===== src/rtl/seg_scan_decoder.sv =====
// seg_scan_decoder
// Watches a time-multiplexed, active-low seven-segment display bus and
// recovers the hex nibble shown on each digit. Both the segment and anode
// buses pass through a stability filter before anything is captured. The
// filter makes exactly one capture, or one select error, for each stable
// interval.
//
// Parameters:
//   DIGITS        number of multiplexed digits / anode lines (1..8)
//   STABLE_CYCLES identical consecutive samples needed before capture (1..255)
//
// Ports:
//   clk          system clock, rising edge
//   rst_n        synchronous active-low reset
//   seg_n[6:0]   segments {a,b,c,d,e,f,g}, a = MSB, 0 = lit
//   an_n         anode selects, active-low, bit i = digit i
//   hex_out      recovered nibbles, digit i at [4i+3:4i]
//   digit_valid  1 = slot i holds a nibble decoded from a legal glyph
//   upd          one-cycle pulse on any slot write (glyph, blank or error)
//   upd_idx      slot written, meaningful while upd = 1
//   pat_err      one-cycle pulse on a stable non-glyph, non-blank pattern
//   sel_err      one-cycle pulse on a stable an_n that is not one-hot
//
// Optional feature, enabled by defining SEGDEC_DP_EN:
//   dp_n         active-low decimal point input, part of the stability check
//   dp_out       per-digit decimal point captured alongside each slot write

module seg_scan_decoder #(
    parameter int DIGITS        = 4,
    parameter int STABLE_CYCLES = 4
) (
    input  logic                  clk,
    input  logic                  rst_n,
    input  logic [6:0]            seg_n,
    input  logic [DIGITS-1:0]     an_n,
`ifdef SEGDEC_DP_EN
    input  logic                  dp_n,
    output logic [DIGITS-1:0]     dp_out,
`endif
    output logic [4*DIGITS-1:0]   hex_out,
    output logic [DIGITS-1:0]     digit_valid,
    output logic                  upd,
    output logic [2:0]            upd_idx,
    output logic                  pat_err,
    output logic                  sel_err
);

    typedef enum logic [1:0] {SETTLE, CAPTURED, SELERR} state_t;

    localparam logic [7:0] STABLE_CNT = 8'(STABLE_CYCLES);

    state_t              state, state_d;
    logic [7:0]          cnt, cnt_d;
    logic [6:0]          seg_s, seg_p;
    logic [DIGITS-1:0]   an_s, an_p;
    logic                samp_vld, prev_vld;
    logic                changed;
    logic                do_cap, do_sel;
    logic                sel_one;
    logic [DIGITS-1:0]   an_inv;
    logic [2:0]          cap_idx;
    logic                glyph_ok;
    logic [3:0]          glyph_nib;
    logic                is_blank;
`ifdef SEGDEC_DP_EN
    logic                dp_s, dp_p;
`endif

    // Sample pipeline. seg_s/an_s hold the newest sample and seg_p/an_p hold
    // the one before it. The valid flags prevent the reset fill value from
    // being compared as if it were real data, so the first real sample
    // always counts as a change.
    always_ff @(posedge clk) begin
        if (!rst_n) begin
            seg_s    <= '1;
            seg_p    <= '1;
            an_s     <= '1;
            an_p     <= '1;
            samp_vld <= 1'b0;
            prev_vld <= 1'b0;
            state    <= SETTLE;
            cnt      <= '0;
`ifdef SEGDEC_DP_EN
            dp_s     <= 1'b1;
            dp_p     <= 1'b1;
`endif
        end else begin
            seg_p    <= seg_s;
            seg_s    <= seg_n;
            an_p     <= an_s;
            an_s     <= an_n;
            samp_vld <= 1'b1;
            prev_vld <= samp_vld;
            state    <= state_d;
            cnt      <= cnt_d;
`ifdef SEGDEC_DP_EN
            dp_p     <= dp_s;
            dp_s     <= dp_n;
`endif
        end
    end

`ifdef SEGDEC_DP_EN
    assign changed = !prev_vld || (seg_s != seg_p) || (an_s != an_p) || (dp_s != dp_p);
`else
    assign changed = !prev_vld || (seg_s != seg_p) || (an_s != an_p);
`endif

    // An anode word is one-hot when exactly one bit is low. The capture slot
    // is the position of that low bit.
    assign an_inv  = ~an_s;
    assign sel_one = (an_inv != '0) && ((an_inv & (an_inv - 1'b1)) == '0);

    always_comb begin
        cap_idx = '0;
        for (int i = 0; i < DIGITS; i++) begin
            if (!an_s[i]) cap_idx = 3'(i);
        end
    end

    // Glyph decoder.
    always_comb begin
        glyph_ok  = 1'b1;
        glyph_nib = 4'h0;
        case (seg_s)
            7'b0000001: glyph_nib = 4'h0;
            7'b1001111: glyph_nib = 4'h1;
            7'b0010010: glyph_nib = 4'h2;
            7'b0000110: glyph_nib = 4'h3;
            7'b1001100: glyph_nib = 4'h4;
            7'b0100100: glyph_nib = 4'h5;
            7'b0100000: glyph_nib = 4'h6;
            7'b0001111: glyph_nib = 4'h7;
            7'b0000000: glyph_nib = 4'h8;
            7'b0001100: glyph_nib = 4'h9;
            7'b0001000: glyph_nib = 4'hA;
            7'b1100000: glyph_nib = 4'hB;
            7'b0110001: glyph_nib = 4'hC;
            7'b1000010: glyph_nib = 4'hD;
            7'b0110000: glyph_nib = 4'hE;
            7'b0111000: glyph_nib = 4'hF;
            default:    glyph_ok  = 1'b0;
        endcase
    end

    assign is_blank = (seg_s == 7'b1111111);

    // Next-state logic. A change restarts the count at 1 from any state.
    // The capture or select error fires on the edge where the count reaches
    // STABLE_CYCLES. Because of that, with STABLE_CYCLES = 1 the change
    // edge itself captures.
    always_comb begin
        state_d = state;
        cnt_d   = cnt;
        do_cap  = 1'b0;
        do_sel  = 1'b0;
        if (samp_vld) begin
            if (changed) begin
                state_d = SETTLE;
                cnt_d   = 8'd1;
            end else if (state == SETTLE && cnt != 8'hFF) begin
                cnt_d = cnt + 8'd1;
            end
            if (state_d == SETTLE && cnt_d == STABLE_CNT) begin
                if (sel_one) begin
                    state_d = CAPTURED;
                    do_cap  = 1'b1;
                end else begin
                    state_d = SELERR;
                    do_sel  = 1'b1;
                end
            end
        end
    end

    // Slot storage and pulse outputs. Only the addressed slot is touched.
    // Blank and illegal patterns keep the old nibble and clear its valid bit.
    always_ff @(posedge clk) begin
        if (!rst_n) begin
            hex_out     <= '0;
            digit_valid <= '0;
            upd         <= 1'b0;
            upd_idx     <= '0;
            pat_err     <= 1'b0;
            sel_err     <= 1'b0;
`ifdef SEGDEC_DP_EN
            dp_out      <= '0;
`endif
        end else begin
            upd     <= do_cap;
            pat_err <= do_cap && !glyph_ok && !is_blank;
            sel_err <= do_sel;
            if (do_cap) upd_idx <= cap_idx;
            for (int i = 0; i < DIGITS; i++) begin
                if (do_cap && (cap_idx == 3'(i))) begin
                    if (glyph_ok) begin
                        hex_out[4*i +: 4] <= glyph_nib;
                        digit_valid[i]    <= 1'b1;
                    end else begin
                        digit_valid[i]    <= 1'b0;
                    end
`ifdef SEGDEC_DP_EN
                    dp_out[i] <= ~dp_s;
`endif
                end
            end
        end
    end

endmodule


===== config.mk =====
export PLATFORM = sky130hd
export DESIGN_NAME = seg_scan_decoder
export DESIGN_NICKNAME = d
export VERILOG_FILES = /design/src/rtl/seg_scan_decoder.sv
export SDC_FILE = /design/constraint.sdc
export NUM_CORES = 1
export LEC_CHECK = 0
export ABC_AREA = 1
export BUFFER_PORTS_ARGS = -buffer_cell sky130_fd_sc_hd__buf_2
export CORE_MARGIN = 1
export CORE_UTILIZATION = 30
export DETAILED_ROUTE_END_ITERATION = 16
export RECOVER_POWER = 25
export SLEW_MARGIN = 20
export SYNTH_ARGS = -nofsm -noshare
export SYNTH_HDL_FRONTEND = slang
export SYNTH_SLANG_ARGS = --single-unit

===== constraint.sdc =====
create_clock -name clk -period 2.8 [get_ports clk]
set_input_delay 0.42 -clock clk [delete_from_list [all_inputs] [get_ports clk]]
set_output_delay 0.42 -clock clk [all_outputs]
set_load 0.05 [all_outputs]

# --- Yosys cells after proc, flatten, opt, wreduce, memory -nomap -nowiden ---
# Index checks and enable logic that the tools add are counted.
op_classes:
  add_sub_neg: 2
  n_eq_ne: 23
  muxes: 18
  bitwise_logic: 2
  n_reduce_logical: 26
ops:
  columns: ["operator", "n"]
  rows:
  - ["case mux 4 bit (15 select lines)", 1]
  - ["== test 7 x 6 -> 1 bit, second input constant", 5]
  - ["== test 7 bit, second input constant", 5]
  - ["2-to-1 mux 8 bit", 3]
  - ["== test 7 x 4 -> 1 bit, second input constant", 3]
  - ["OR reduction 16 bit", 1]
  - ["logical AND 1 bit", 9]
  - ["adder 8 x 1 -> 8 bit, second input constant", 1]
  - ["== test 8 x 3 -> 1 bit, second input constant", 1]
  - ["2-to-1 mux 1 bit", 8]
  - ["2-to-1 mux 2 bit", 4]
  - ["!= test 8 bit, second input constant", 1]
  - ["AND reduction 2 bit", 4]
  - ["== test 7 x 1 -> 1 bit, second input constant", 1]
  - ["== test 7 x 3 -> 1 bit, second input constant", 1]
  - ["== test 7 x 5 -> 1 bit, second input constant", 1]
  - ["zero test 7 bit", 1]
  - ["!= test 7 bit", 1]
  - ["== test 3 x 2 -> 1 bit, second input constant", 2]
  - ["2-to-1 mux 3 bit", 2]
  - ["bitwise AND 4 bit", 1]
  - ["zero test 2 bit", 2]
  - ["zero test 4 bit", 1]
  - ["!= test 4 bit", 1]
  - ["other kinds (8)", 11]
totals:
  regBits: 60
  in_bits: 13
  output_inout_bits: 26
  word_cells: 91

# --- Longest topological paths before layout ---
depth:
  ltp_word: 11
  depth_mapped: 18
  ltp_nobuf: 17

# --- Worst setup path after synthesis ---
# No wires, ideal clock.
synth_timing:
  kind: "reg2reg"
  start: "reg cnt[0]"
  end: "reg digit_valid[0]"
  setup_time_ns: 0.130
  arrival_ns: 1.896
  required_time_ns: 2.670
  slack_ns: 0.774
  stages_incl_launch_ff: 15
  path_buffers: 1
  period_less_slack_ns: 2.026
  path_cell_list: "dfxtp_1 -> ha_1 -> nand3_1 -> inv_1 -> nand2_2 -> nand2_2 -> xor2_1 -> nand3_1 -> nor2_1 -> nand2_2 -> nor2_8 -> buf_6 -> nand2_1 -> nand2_1 -> a21oi_1"
synth_between:
  elab_chain_cells: 10
  elab_cells_between_ends: 11
  cone_classes: "1 x add/sub; 2 x eq/ne; 5 x mux; 3 x reduce/logical"
synth_rtl:
  columns: ["element", "line_no", "rtl"]
  rows:
  - ["from (decl)", "53", "logic [7:0] cnt, cnt_d;"]
  - ["from (signal assigned)", "95", "cnt <= cnt_d;"]
  - ["branches (longest 2 deep; another with adder 8 x 1 -> 8 bit)", null, null]
  - ["2-to-1 mux 8 bit (*)", "161", "end else if (state == SETTLE && cnt != 8'hFF) begin"]
  - ["2-to-1 mux 8 bit (*)", "158", "if (changed) begin"]
  - ["2-to-1 mux 8 bit (*)", "157", "if (samp_vld) begin"]
  - ["== test 8 x 3 -> 1 bit (*)", "164", "if (state_d == SETTLE && cnt_d == STABLE_CNT) begin"]
  - ["logical AND 1 bit (*)", "164", null]
  - ["2-to-1 mux 1 bit (*)", "164", null]
  - ["2-to-1 mux 1 bit (*)", "157", null]
  - ["logical AND 1 bit (*)", "195", "if (do_cap && (cap_idx == 3'(i))) begin"]
  - ["to (signal assigned)", "181", "digit_valid <= '0;"]
  - ["to (signal, indexed assignment)", "198", "digit_valid[i] <= 1'b1;"]
  - ["to (signal, indexed assignment)", "200", "digit_valid[i] <= 1'b0;"]
  - ["to (decl)", "41", "output logic [DIGITS-1:0] digit_valid,"]
# Mark *: on every way between the ends. The select of a mux whose other input is x is not followed.
# A chain may end at the register's enable or synchronous reset.

# --- Worst setup path after layout ---
layout_timing:
  start: "reg cnt[0]"
  end: "reg hex_out[14]"
layout_between:
  elab_chain_cells: 11
  elab_cells_between_ends: 12
  cone_classes: "1 x add/sub; 2 x eq/ne; 5 x mux; 4 x reduce/logical"
layout_rtl:
  columns: ["element", "line_no", "rtl"]
  rows:
  - ["branches (longest 2 deep; another with adder 8 x 1 -> 8 bit)", null, null]
  - ["2-to-1 mux 8 bit (*)", "161", null]
  - ["2-to-1 mux 8 bit (*)", "158", null]
  - ["2-to-1 mux 8 bit (*)", "157", null]
  - ["== test 8 x 3 -> 1 bit (*)", "164", null]
  - ["logical AND 1 bit (*)", "164", null]
  - ["2-to-1 mux 1 bit (*)", "164", null]
  - ["2-to-1 mux 1 bit (*)", "157", null]
  - ["logical AND 1 bit (*)", "195", null]
  - ["AND reduction 2 bit (no source line) (*)", null, null]
  - ["to (signal, indexed assignment)", "197", "hex_out[4*i +: 4] <= glyph_nib;"]
  - ["to (decl)", "40", "output logic [4*DIGITS-1:0] hex_out,"]
# Marks and branches as above.

==> impl_metrics.yaml <==
die:
  die_h_um: 103
  design.core.area_um2: 9820
  rows: 36
  dieArea_um2: 10500
  ios: 39
  start_util_pct: 31.0
  die_w_um: 103
placement:
  gp_congestion: 0.907
  place_inst: 622
  portBuffers: 37
  post-dp-hpwl_mm: 5.62
cts:
  cts_tree: "built"
  path_clk_slew_ps: 70
  cts_max_level: 3
  cts_made_buffers: 9
  insertion_delay_ps: 330
  clock_path_buffers: 2
  post_cts_buffers: 0
  cts_resized: 0
  cts_hold_buf: 0
  cts.sinks: 59
  cts-root-buf: "clkbuf_8"
timing:
  rsz0062_at_grt: "no"
  fin_crit_sh_pct: 90.5
  max_slew_margin_pct: 33.9
  clock.fmax_ghz: 0.395
  layout_min_cycle_time_ps: 2530
  fin_worst_skew_ps: 7.11
  tns_ps: 0
  hold_viol: 0
  finalSetupViolCount: 0
  slew_violations: 0
  worst_pin_slew_ps: 992
grt:
  grt_pass1_wl_mm: 12.8
  overflow: 0
  antenna_found_initial: 0
  grt_max_degree: 22
  grt_use_total_pct: 15.5
  grt_pass1_vias: 2858
synth:
  yosys.area_share.simple_pct: 43.2
  syn_nets: 473
  synth-compound-area-share_pct: 6.70
  synth-xor-area-share_pct: 0.288
  ys_ff_latch: 59
  yosysSeqAreaShare_pct: 38.8
  synth_area_per_cell_um2: 6.63
  synth_cells: 459
  yosys_warnings: 0
  synth_top_family_by_area: "simple AND/OR/NAND/NOR gates"
  netlist_area_um2: 3040
  synth_cell_type_count: 35
  muxShareOfSynthArea_pct: 0
  synthAdderAreaFrac_pct: 0.411
power_and_ir_drop:
  peakVddDrop_mv: 0.303
  p_clk_share_pct: 43.7
  p_seq_share_pct: 48.6
  power.total_mw: 1.80
  leakage_nw: 1.83
  powerDensity_nw_per_um2: 508
  p_sw_uw: 468
  swShare_pct: 25.9
  p_int_mw: 1.34
  comb_power_share_pct: 7.7
setup_path:
  reg2reg_slack_ps: 270
  critical_path.top_delay_family: "simple AND/OR/NAND/NOR gates"
  cp_common_cell: "nand2_2"
  cp_num_cells: 14
  cp_cell_sequence: "ha_1, nand3_1, inv_1, nand2_2, nand2_2, xor2_1, nand3_1, nor2_1, nand2_2, nor2_8, nand3_2, nand2_1, nand2_1, nor2_1"
  critical_path_class: "reg -> reg"
  critPathLaunch: "cnt[0]"
  path_buf_inv: 1
  crit_slowest_cell: "dfxtp_1"
  reg2reg_depth: 14
  regToRegStartpoint: "cnt[0]"
  setup.worst_path.end: "hex_out[14]"
  slowest_delay_ps: 390
  r2r_end: "hex_out[14]"
  worst_setup_path_end_kind: "flop"
  crit_fanout: 16
  required_ps: 3070
  cp.arrival_ps: 2800
  startpoint_type: "flop"
cells_and_area:
  antenna_cells: 0
  layout-drive-gt1-share_pct: 18.2
  instances_no_fill: 638
  nets: 514
  area_delta_synth_final_pct: 16.7
  final_common_cell: "nand2_1"
  final_cell_mix: "nand2_1, inv_1, dfxtp_1"
  fillers: 1114
route:
  vias_per_cell: 4.61
  drt-wirelength-per-cell_um: 11.5
  drt_wl_total_mm: 7.34
  drc: 0
  drtIter0Drc: 102
  drtPass1Iterations: 5
  antenna_left: 0
  dr_total_vias: 2944
run:
  max_cap_violations: 0
worst_hold_path:
  worstHoldPathType: "in -> reg"
run_status:
  status: "finished clean"
-- power by group through the flow --
| stage | Combinational (mW) | Clock [mW] | Sequential [mW] |
|---|---|---|---|
| 3_3_place_gp | 0.141 | 0 | 0.895 |
| 2_1_floorplan | 0.110 | 0 | 0.888 |
| 5_1_grt | 0.162 | 0.850 | 0.880 |
| 3_5_place_dp | 0.141 | 0 | 0.896 |
| 6_report | 0.139 | 0.788 | 0.877 |
| 4_1_cts | 0.142 | 0.809 | 0.876 |
-- per-stage QoR --
step | utilization, % | area [um2] | setup slack (ps) | hold slack (ps)
4_1_cts | 36.2 | 3560 | 302 | 260
3_5_place_dp | 34.2 | 3360 | 338 | 455
5_1_grt | 36.1 | 3550 | 51.7 | 257
6_report | 36.1 | 3550 | 266 | 276
3_3_place_gp | 34.2 | 3360 | 366 | 451
2_1_floorplan | - | 3040 | 774 | 447
-- layout make-up --
class,count,area [um2],area share (%)
sequential,59,1180,33.3
multi-input combinational,321,1540,43.5
clock buffer,10,138,3.88
inverter,69,259,7.30
timing repair buffer,40,199,5.60
clock inverter,6,63.8,1.80
tap,133,166,4.69
-- layer usage --
layer | up-vias | GRT usage [%] | share of wire (%)
met5 | - | 0 | 0
met4 | 0 | 7.25 | 2.6
met3 | 19 | 2.92 | 3.9
met2 | 76 | 25.3 | 45
met1 | 1315 | 19.8 | 49
li1 | 1534 | - | -
-- worst min path at each step --
stage | startpoint | endpoint | slack [ps] | depth (start not counted)
floorplan | state[0] | state[0] | 450 | 2
global placement | hex_out[12] | hex_out[12] | 450 | 2
detailed placement | digit_valid[1] | digit_valid[1] | 450 | 2
CTS | seg_n[3] | seg_s[3] | 260 | 2
global route | seg_n[1] | seg_s[1] | 260 | 2
finish | seg_n[3] | seg_s[3] | 280 | 2
-- kinds of logic (layout without fill, tap and decap cells) --
| family | count (synthesis) | in the layout |
|---|---|---|
| AND/OR/NAND/NOR | 283 | 283 |
| buffers and inverters | 79 | 125 |
| flip-flops | 59 | 59 |
| AO/OA/AOI/OAI | 35 | 35 |
| adder cells (fa/ha/maj) | 1 | 1 |
| other | 1 | 1 |
| XOR/XNOR | 1 | 1 |
-- cells in the mapped netlist --
cell / count / area share (%)
a21oi_1: 12 / 2.0
o21ai_2: 1 / 0.29
ha_1: 1 / 0.41
buf_1: 1 / 0.12
nor2_4: 2 / 0.74
nand3_2: 2 / 0.66
clkbuf_1: 2 / 0.25
nand3_1: 28 / 4.6
nand3b_1: 1 / 0.25
conb_1: 1 / 0.12
nand2_1: 136 / 17
or2_2: 12 / 2.5
o21bai_1: 1 / 0.25
nor4_1: 1 / 0.21
o32ai_1: 2 / 0.58
xor2_1: 1 / 0.29
nand2_2: 8 / 1.6
buf_4: 3 / 0.74
nor3_1: 14 / 2.3
o2111ai_1: 1 / 0.29
buf_2: 3 / 0.49
o211ai_1: 1 / 0.25
o21ai_0: 11 / 1.8
buf_6: 1 / 0.37
nand3_4: 3 / 1.7
nand4_1: 19 / 3.9
nor3b_1: 1 / 0.25
nor2_8: 1 / 0.66
nor3_2: 1 / 0.33
o22ai_1: 5 / 1.0
nor2_1: 54 / 6.7
inv_2: 9 / 1.1
dfxtp_1: 59 / 39
inv_1: 60 / 7.4
o31ai_1: 1 / 0.25
-- flip-flops by register name, summed over array words and instances, names as in the netlist --
| register | flops |
|---|---|
| seg_s | 7 |
| an_p | 4 |
| prev_vld | 1 |
| cnt | 8 |
| an_s | 4 |
| samp_vld | 1 |
| sel_err | 1 |
| hex_out | 16 |
| seg_p | 7 |
| pat_err | 1 |
| upd_idx | 2 |
| upd | 1 |
| state | 2 |
| digit_valid | 4 |
(Power assumes the default switching activity.)
